<file path="src/rtl/line_pkg.sv">
// line_pkg: shared state encoding, default coordinate widths and arithmetic width helper.
package line_pkg;
  localparam int XW_DEF = 11;
  localparam int YW_DEF = 10;
  typedef enum logic {IDLE, RUN} state_t;
  function automatic int arith_w(input int xw, input int yw);
    return (xw > yw ? xw : yw) + 2;
  endfunction
endpackage

</file>
<file path="src/rtl/line_raster_if.sv">
// line_raster_if: line request plus pixel stream handshake bundle.
interface line_raster_if import line_pkg::*; #(parameter int XW = XW_DEF, parameter int YW = YW_DEF);
  logic start;
  logic [XW-1:0] x0, x1;
  logic [YW-1:0] y0, y1;
  logic busy, px_valid, px_ready, px_last, done;
  logic [XW-1:0] px_x;
  logic [YW-1:0] px_y;
  modport master (output start, x0, x1, y0, y1, px_ready,
                  input busy, px_valid, px_x, px_y, px_last, done);
  modport slave (input start, x0, x1, y0, y1, px_ready,
                 output busy, px_valid, px_x, px_y, px_last, done);
endinterface

</file>
<file path="src/rtl/line_step.sv">
// line_step: one combinational Bresenham step; both tests use the pre-update doubled error.
module line_step #(parameter int XW = 11, parameter int YW = 10, parameter int W = 13) (
  input  logic [XW-1:0]        x,
  input  logic [YW-1:0]        y,
  input  logic signed [W-1:0]  err,
  input  logic signed [W-1:0]  dx,
  input  logic signed [W-1:0]  dy,
  input  logic signed [1:0]    sx,
  input  logic signed [1:0]    sy,
  output logic [XW-1:0]        nx,
  output logic [YW-1:0]        ny,
  output logic signed [W-1:0]  nerr
);
  logic signed [W-1:0] e2;
  logic stx, sty;
  always_comb begin
    e2 = err <<< 1;
    stx = e2 > dy;
    sty = e2 < dx;
    nerr = err + (stx ? dy : '0) + (sty ? dx : '0);
    nx = stx ? x + XW'(sx) : x;
    ny = sty ? y + YW'(sy) : y;
  end
endmodule

</file>
<file path="src/rtl/line_raster.sv">
// line_raster: Bresenham line generator streaming one pixel per accepted handshake.
module line_raster import line_pkg::*; #(parameter int XW = XW_DEF, parameter int YW = YW_DEF) (
  input logic clk,
  input logic reset,
  line_raster_if.slave bus
);
  localparam int W = arith_w(XW, YW);
  state_t state, state_n;
  logic [XW-1:0] x, ex, nx, adx;
  logic [YW-1:0] y, ey, ny, ady;
  logic signed [W-1:0] err, dx, dy, nerr, dx0, dy0;
  logic signed [1:0] sx, sy;
  logic last, hs, accept, done_r;
  assign last = state == RUN && x == ex && y == ey;
  assign hs = state == RUN && bus.px_ready;
  assign accept = state == IDLE && bus.start;
  assign adx = bus.x1 >= bus.x0 ? bus.x1 - bus.x0 : bus.x0 - bus.x1;
  assign ady = bus.y1 >= bus.y0 ? bus.y1 - bus.y0 : bus.y0 - bus.y1;
  assign dx0 = W'(adx);
  assign dy0 = -(W'(ady));
  always_ff @(posedge clk or posedge reset)
    if (reset) state <= IDLE;
    else state <= state_n;
  always_comb state_n = accept ? RUN : (hs && last) ? IDLE : state;
  always_comb begin
    bus.busy = state == RUN;
    bus.px_valid = state == RUN;
    bus.px_last = last;
    bus.px_x = x;
    bus.px_y = y;
    bus.done = done_r;
  end
  line_step #(.XW(XW), .YW(YW), .W(W)) u_step (
    .x(x), .y(y), .err(err), .dx(dx), .dy(dy), .sx(sx), .sy(sy),
    .nx(nx), .ny(ny), .nerr(nerr)
  );
  always_ff @(posedge clk or posedge reset)
    if (reset) begin
      x <= '0;
      y <= '0;
      ex <= '0;
      ey <= '0;
      err <= '0;
      dx <= '0;
      dy <= '0;
      sx <= '0;
      sy <= '0;
      done_r <= 1'b0;
    end else begin
      done_r <= hs && last;
      if (accept) begin
        x <= bus.x0;
        y <= bus.y0;
        ex <= bus.x1;
        ey <= bus.y1;
        dx <= dx0;
        dy <= dy0;
        err <= dx0 + dy0;
        sx <= bus.x1 >= bus.x0 ? 2'sb01 : 2'sb11;
        sy <= bus.y1 >= bus.y0 ? 2'sb01 : 2'sb11;
      end else if (hs && !last) begin
        x <= nx;
        y <= ny;
        err <= nerr;
      end
    end
endmodule

</file>
<file path="src/flat_wrapper.sv">
// flat-port wrapper written by rule: the top's interface ports become plain ports
module line_raster_flat import line_pkg::*;
#(parameter int XW = XW_DEF, parameter int YW = YW_DEF)
  (clk, reset, bus_start, bus_x0, bus_x1, bus_y0, bus_y1, bus_px_ready, bus_busy, bus_px_valid, bus_px_x, bus_px_y, bus_px_last, bus_done);
  line_raster_if #(.XW(XW), .YW(YW)) bus_i ();
  input logic clk;
  input logic reset;
  input wire logic [$bits(bus_i.start)-1:0] bus_start;
  input wire logic [$bits(bus_i.x0)-1:0] bus_x0;
  input wire logic [$bits(bus_i.x1)-1:0] bus_x1;
  input wire logic [$bits(bus_i.y0)-1:0] bus_y0;
  input wire logic [$bits(bus_i.y1)-1:0] bus_y1;
  input wire logic [$bits(bus_i.px_ready)-1:0] bus_px_ready;
  output wire logic [$bits(bus_i.busy)-1:0] bus_busy;
  output wire logic [$bits(bus_i.px_valid)-1:0] bus_px_valid;
  output wire logic [$bits(bus_i.px_x)-1:0] bus_px_x;
  output wire logic [$bits(bus_i.px_y)-1:0] bus_px_y;
  output wire logic [$bits(bus_i.px_last)-1:0] bus_px_last;
  output wire logic [$bits(bus_i.done)-1:0] bus_done;
  assign bus_i.start = bus_start;
  assign bus_i.x0 = bus_x0;
  assign bus_i.x1 = bus_x1;
  assign bus_i.y0 = bus_y0;
  assign bus_i.y1 = bus_y1;
  assign bus_i.px_ready = bus_px_ready;
  assign bus_busy = bus_i.busy;
  assign bus_px_valid = bus_i.px_valid;
  assign bus_px_x = bus_i.px_x;
  assign bus_px_y = bus_i.px_y;
  assign bus_px_last = bus_i.px_last;
  assign bus_done = bus_i.done;
  line_raster #(.XW(XW), .YW(YW)) u_core (.clk(clk), .reset(reset), .bus(bus_i));
endmodule
</file>
<file path="config.mk">
export PLATFORM = sky130hd
export DESIGN_NAME = line_raster_flat
export DESIGN_NICKNAME = d
export VERILOG_FILES = /design/src/rtl/line_pkg.sv /design/src/rtl/line_raster_if.sv /design/src/rtl/line_step.sv /design/src/rtl/line_raster.sv /design/src/flat_wrapper.sv
export SDC_FILE = /design/constraint.sdc
export NUM_CORES = 1
export LEC_CHECK = 0
export ABC_AREA = 1
export CAP_MARGIN = 10
export CELL_PAD_IN_SITES_DETAIL_PLACEMENT = 1
export CELL_PAD_IN_SITES_GLOBAL_PLACEMENT = 2
export CORE_UTILIZATION = 35
export CTS_BUF_LIST = sky130_fd_sc_hd__clkbuf_4 sky130_fd_sc_hd__clkbuf_8 sky130_fd_sc_hd__clkbuf_16
export DETAILED_ROUTE_END_ITERATION = 7
export GPL_TIMING_DRIVEN = 0
export PLACE_DENSITY_LB_ADDON = 0.25
export SLEW_MARGIN = 20
export SYNTH_ARGS = -nofsm -noshare
export SYNTH_HDL_FRONTEND = slang
export SYNTH_HIERARCHICAL = 1
export SYNTH_SLANG_ARGS = --single-unit
</file>
<file path="constraint.sdc">
create_clock -name clk -period 4.8 [get_ports clk]
set_input_delay 0.96 -clock clk [delete_from_list [all_inputs] [get_ports clk]]
set_output_delay 0.96 -clock clk [all_outputs]
set_load 0.02 [all_outputs]
</file>
# Word level (Yosys, flattened, before mapping)
# Index checks and enable logic that the tools add are counted.
[word_totals]
regBits = 85
inputBits = 46
out_inout_bits = 25
wordCells = 57
[classes]
n_addsub = 10
order_cmp = 4
n_eq_ne = 2
muxes = 16
bitwise_logic = 1
reduce_logical = 13
[op_table]
columns = ["operator", "n"]
rows = [
  ["two-way mux 11 bit", 5],
  ["two-way mux 10 bit", 4],
  ["two-way mux 13 bit", 3],
  ["subtractor 11 bit", 2],
  ["subtractor 10 bit", 2],
  ["adder 12 x 13 -> 13 bit", 1],
  ["adder 13 x 11 -> 13 bit", 1],
  ["adder 13 bit", 1],
  ["greater-than comparator 13 bit", 1],
  ["less-than comparator 13 x 12 -> 1 bit", 1],
  ["negation 10 -> 13 bit", 1],
  ["adder 11 bit", 1],
  ["== test 11 bit", 1],
  ["greater-or-equal comparator 11 bit", 1],
  ["adder 10 bit", 1],
  ["== test 10 bit", 1],
  ["greater-or-equal comparator 10 bit", 1],
  ["nonzero test 2 bit", 4],
  ["logical AND 1 bit", 6],
  ["two-way mux 2 bit", 2],
  ["AND reduction 2 bit", 2],
  ["two-way mux 1 bit", 2],
  ["zero test 1 bit", 1],
  ["inverter 1 bit", 1],
]

# Longest topological paths before layout
[logic_depth]
ltp_word = 7
mapped_depth = 31

# Cells and area by module
# Netlist, hierarchy kept.
[modules_own_cells]
columns = ["module", "n_inst", "cells_each", "area_per_inst_um2"]
rows = [
  ["line_raster", 1, 891, 6595.1],
  ["line_step", 1, 434, 2700.1],
]

# Least setup slack after synthesis
# OpenSTA, ideal clock, no wires.
[synth_path]
path_type = "in2reg"
startpoint = "input port bus_y1[0]"
endpoint = "register u_core.err[11]"
setup_ns = 0.118
t_arrival_ns = 3.876
required_time_ns = 4.682
path_slack_ns = 0.806
cell_stages = 29
path_cell_list = "inv_1 ha_1 inv_1 fa_1 nand2_1 nand3_2 nand2_4 nand3_1 nand2_1 inv_1 ha_1 xor2_1 inv_1 ha_1 a21oi_1 inv_1 a31oi_1 nor2_1 nor2_1 o21ai_0 nand3_2 nand2_1 nand2_1 nand2_2 nand2_1 nand2_1 nand3_1 nand3_1 nand2_1"
[synth_between]
elab_chain_cells = 5
word_cells_on_any_way = 7
cone_classes = "4 x add/sub; 1 x order compare; 2 x mux"
[synth_rtl]
columns = ["item", "line_no", "source"]
rows = [
  ["start: declaration", "flat_wrapper.sv:12", "input wire logic [$bits(bus_i.y1)-1:0] bus_y1;"],
  ["subtractor 10 bit / greater-or-equal comparator 10 bit (equally long branches)", "line_raster.sv:18", "assign ady = bus.y1 >= bus.y0 ? bus.y1 - bus.y0 : bus.y0 - bus.y1;"],
  ["two-way mux 10 bit (*)", "line_raster.sv:18", ""],
  ["negation 10 -> 13 bit (*)", "line_raster.sv:20", "assign dy0 = -(W'(ady));"],
  ["named net u_core.dy0[2]", "line_raster.sv:11", "logic signed [W-1:0] err, dx, dy, nerr, dx0, dy0;"],
  ["adder 12 x 13 -> 13 bit (*)", "line_raster.sv:58", "err <= dx0 + dy0;"],
  ["two-way mux 13 bit (*)", "line_raster.sv:51", "if (accept) begin"],
  ["end signal: assignment", "line_raster.sv:58", ""],
  ["end signal: assignment", "line_raster.sv:64", "err <= nerr;"],
  ["end: declaration", "line_raster.sv:11", ""],
]
# The timed path passes the listed nets; every way through them passes the cells marked *.
# A chain may end at the register's enable or synchronous reset.

# Worst setup path after layout
[layout_path]
startpoint = "input port bus_x0[9]"
endpoint = "register u_core.err[8]"
[layout_between]
elab_chain_cells = 4
[layout_rtl]
columns = ["item", "line_no", "source"]
rows = [
  ["start: declaration", "flat_wrapper.sv:9", "input wire logic [$bits(bus_i.x0)-1:0] bus_x0;"],
  ["greater-or-equal comparator 11 bit", "line_raster.sv:17", "assign adx = bus.x1 >= bus.x0 ? bus.x1 - bus.x0 : bus.x0 - bus.x1;"],
  ["two-way mux 11 bit", "line_raster.sv:17", ""],
  ["named net u_core.adx[1]", "line_raster.sv:9", "logic [XW-1:0] x, ex, nx, adx;"],
  ["adder 12 x 13 -> 13 bit", "line_raster.sv:58", ""],
  ["two-way mux 13 bit", "line_raster.sv:51", ""],
]
# The timed path passes the listed nets, and every way through them passes these cells.

==> results.toml <==
[drt]
detail-route-antenna-nets = 0
drt-initial-drc-count = 399
vias_per_cell = 5.088
met2_length_mm = 14.95
met3WireLength_um = 867
wl_per_cell_um = 18.78
wl_mm = 32.13
dr.pass1.iters = 5
top_layer = "met4"
met1_length_mm = 15.61
drcViolationCount = 0
vias = 8705

[power]
peakVddDrop_v = 0.0003532
p_comb_frac = 0.715
internal_power_w = 0.003238
seq_power_share = 0.179
pwr-share-clk = 0.105
powerDensity_nw_per_um2 = 631.4
power_switching_w = 0.003582
p_leak_nw = 5.598
swShare = 0.5252

[finish]
drive_gt1_frac = 0.09776
register_area_um2 = 2077
syn2layout_area_growth_pct = 18.67
multi_input_area_um2 = 6167
final_nets = 1547
n_fill_cell = 3237
diodes = 0

[worst_setup_path]
required_ps = 5080
reg2reg_slack_ps = 420
cp-start-kind = "primary input"
ff2ff_path_depth = 22
r2r_start = "u_core/err[11]"
critPathKind = "in -> reg"
worst_setup_path_end_kind = "flip-flop"
timing.rr.end = "u_core/err[9]"
critPathMaxFanout = 6
arrival_ps = 4820

[synth]
yosys_warnings = 6
syn_area_um2 = 9102
syn_inst = 1286
avgSynthCellArea_um2 = 7.078

[grt]
grt_pass1_vias = 9023
antenna_found_initial = 0
grt_pass1_wl_mm = 50.02
grtUsageTotal = 0.2486
grt_max_degree = 49
overflow = 0

[status]
outcome = "complete, no violations"

[floorplan]
coreArea_um2 = 25330
die_w_um = 163.3
rows = 58
die_h_um = 163.3
ios = 71
dieArea_um2 = 26660
initial_utilization = 0.3594

[clock_network]
clock_sinks = 83
cts_root_buf = "clkbuf_16"
numCtsBuffers = 9
cts_buffer_depth = 2
cts_tree = "done"
clkTransAtPathRegs_ps = 70
h-tree-depth = 3
clock_latency_ps = 360

[min_path]
whs_path_depth = 2
hold_end = "u_core/dy[7]"
hold_start = "u_core/dy[7]"
min_path_type = "reg -> reg"

[sta]
fin_ws_ps = 264.0
slew_headroom = 0.3353
holdWs_ps = 486.5
worstMarginPinSlew_ps = 997.1
setup_viol = 0
period_share = 0.9450
period_minus_slack_ps = 4536
hold_violations = 0
slew_viol_final = 0
fmax_mhz = 220.5
fin_skew_ps = 9.240

[place]
port_buffers = 70
place.gp.congestion = 0.8631
pre_cts_ws_ps = -577.8
dp_hpwl_mm = 26.43

[job]
cap_violations = 0
[through the flow]
stage	setup TNS, ps	std cells	power [W]	util	area [um^2]
after floorplan	0	1287	0.004552	-	9106
after global placement	-9358	1687	0.005792	0.4035	10220
after detailed placement	-3105	1688	0.005899	0.4048	10250
after CTS	0	1706	0.006677	0.4169	10560
after global routing	-55.71	1711	0.007493	0.4265	10800
final	0	1711	0.006820	0.4265	10800
[state kept, by name, indices dropped and copies added (netlist names), 2 cells and up]
register and flops:
u_core/ey 10, u_core/dy 13, u_core/ex 11, u_core/err 12, u_core/dx 11, u_core/sx 2
u_core/bus.px_y 10, u_core/bus.px_x 11
[power by group through the flow]
stage	Combinational, W	Clock [W]	Sequential, W
2_1_floorplan	0.00331	0	0.00124
3_3_place_gp	0.00456	0	0.00124
3_5_place_dp	0.00466	0	0.00124
4_1_cts	0.00471	0.000741	0.00123
5_1_grt	0.00546	0.000767	0.00126
6_report	0.00488	0.000719	0.00122
[routing by layer]
metal,global-route usage,vias up
met4,0.07264,0
met1,0.3355,4226
li1,-,4313
met5,0,-
met3,0.02489,32
met2,0.4170,134
[how the worst max path moves through the flow]
| stage | end | depth (start not counted) | slack (ps) | from |
|---|---|---|---|---|
| 2_1_floorplan | u_core/err[11] | 29 | 810 | bus_y1[0] |
| 3_3_place_gp | u_core/err[11] | 31 | -550 | bus_y0[1] |
| 3_5_place_dp | u_core/err[11] | 31 | -580 | bus_y0[1] |
| 4_1_cts | u_core/err[11] | 29 | 8 | bus_y0[0] |
| 5_1_grt | u_core/err[10] | 24 | -30 | bus_x0[9] |
| 6_report | u_core/err[8] | 24 | 260 | bus_x0[9] |
[what timing repair did]
item,CTS,global route
pin swaps,0,11
setup buffers,2,5
hold buffers,0,0
setup endpoints to repair,5,7
gates resized for setup,6,57
hold endpoints to repair,0,0
[placed cells by master, fill, tap and decap left out, drive strengths merged, types with 8 or more instances in the layout]
cell type and count:
ha 105, nor2 117, xnor2 9, o21ai 89, nand2 321, o211ai 8
dlymetal6s2s 8, nor3 13, a21oi 70, xor2 54, inv 220, o22ai 22
nand3 54, dfrtp 83, clkbuf 28, a31oi 11, nand4 17, buf 28
clkdlybuf4s50 58, fa 20
[worst max-delay path, stage by stage]
cell and delay (ps):
clkdlybuf4s50_1 560, inv_1 70, ha_2 370, inv_1 80
nor3_2 200, nand3_1 100, nand4_1 150, inv_2 90
buf_4 170, o21ai_0 270, inv_1 140, fa_1 430
nor2_1 120, inv_1 70, o21ai_1 170, inv_1 80
nor2_2 120, o21ai_2 70, nand2_2 110, nand2_2 60
nand2_2 60, xor2_1 150, nand2_1 100, a21oi_2 120
[area by class of cell]
cell class	count	area share
clock inverters	5	0.003938
well taps	330	0.03823
flip-flops and latches	83	0.1923
clock buffers	11	0.02340
multi-input cells	950	0.5709
repair buffers	78	0.07332
inverters	218	0.07645
plain buffers	36	0.02143
Power figures use the tool's default switching activity.
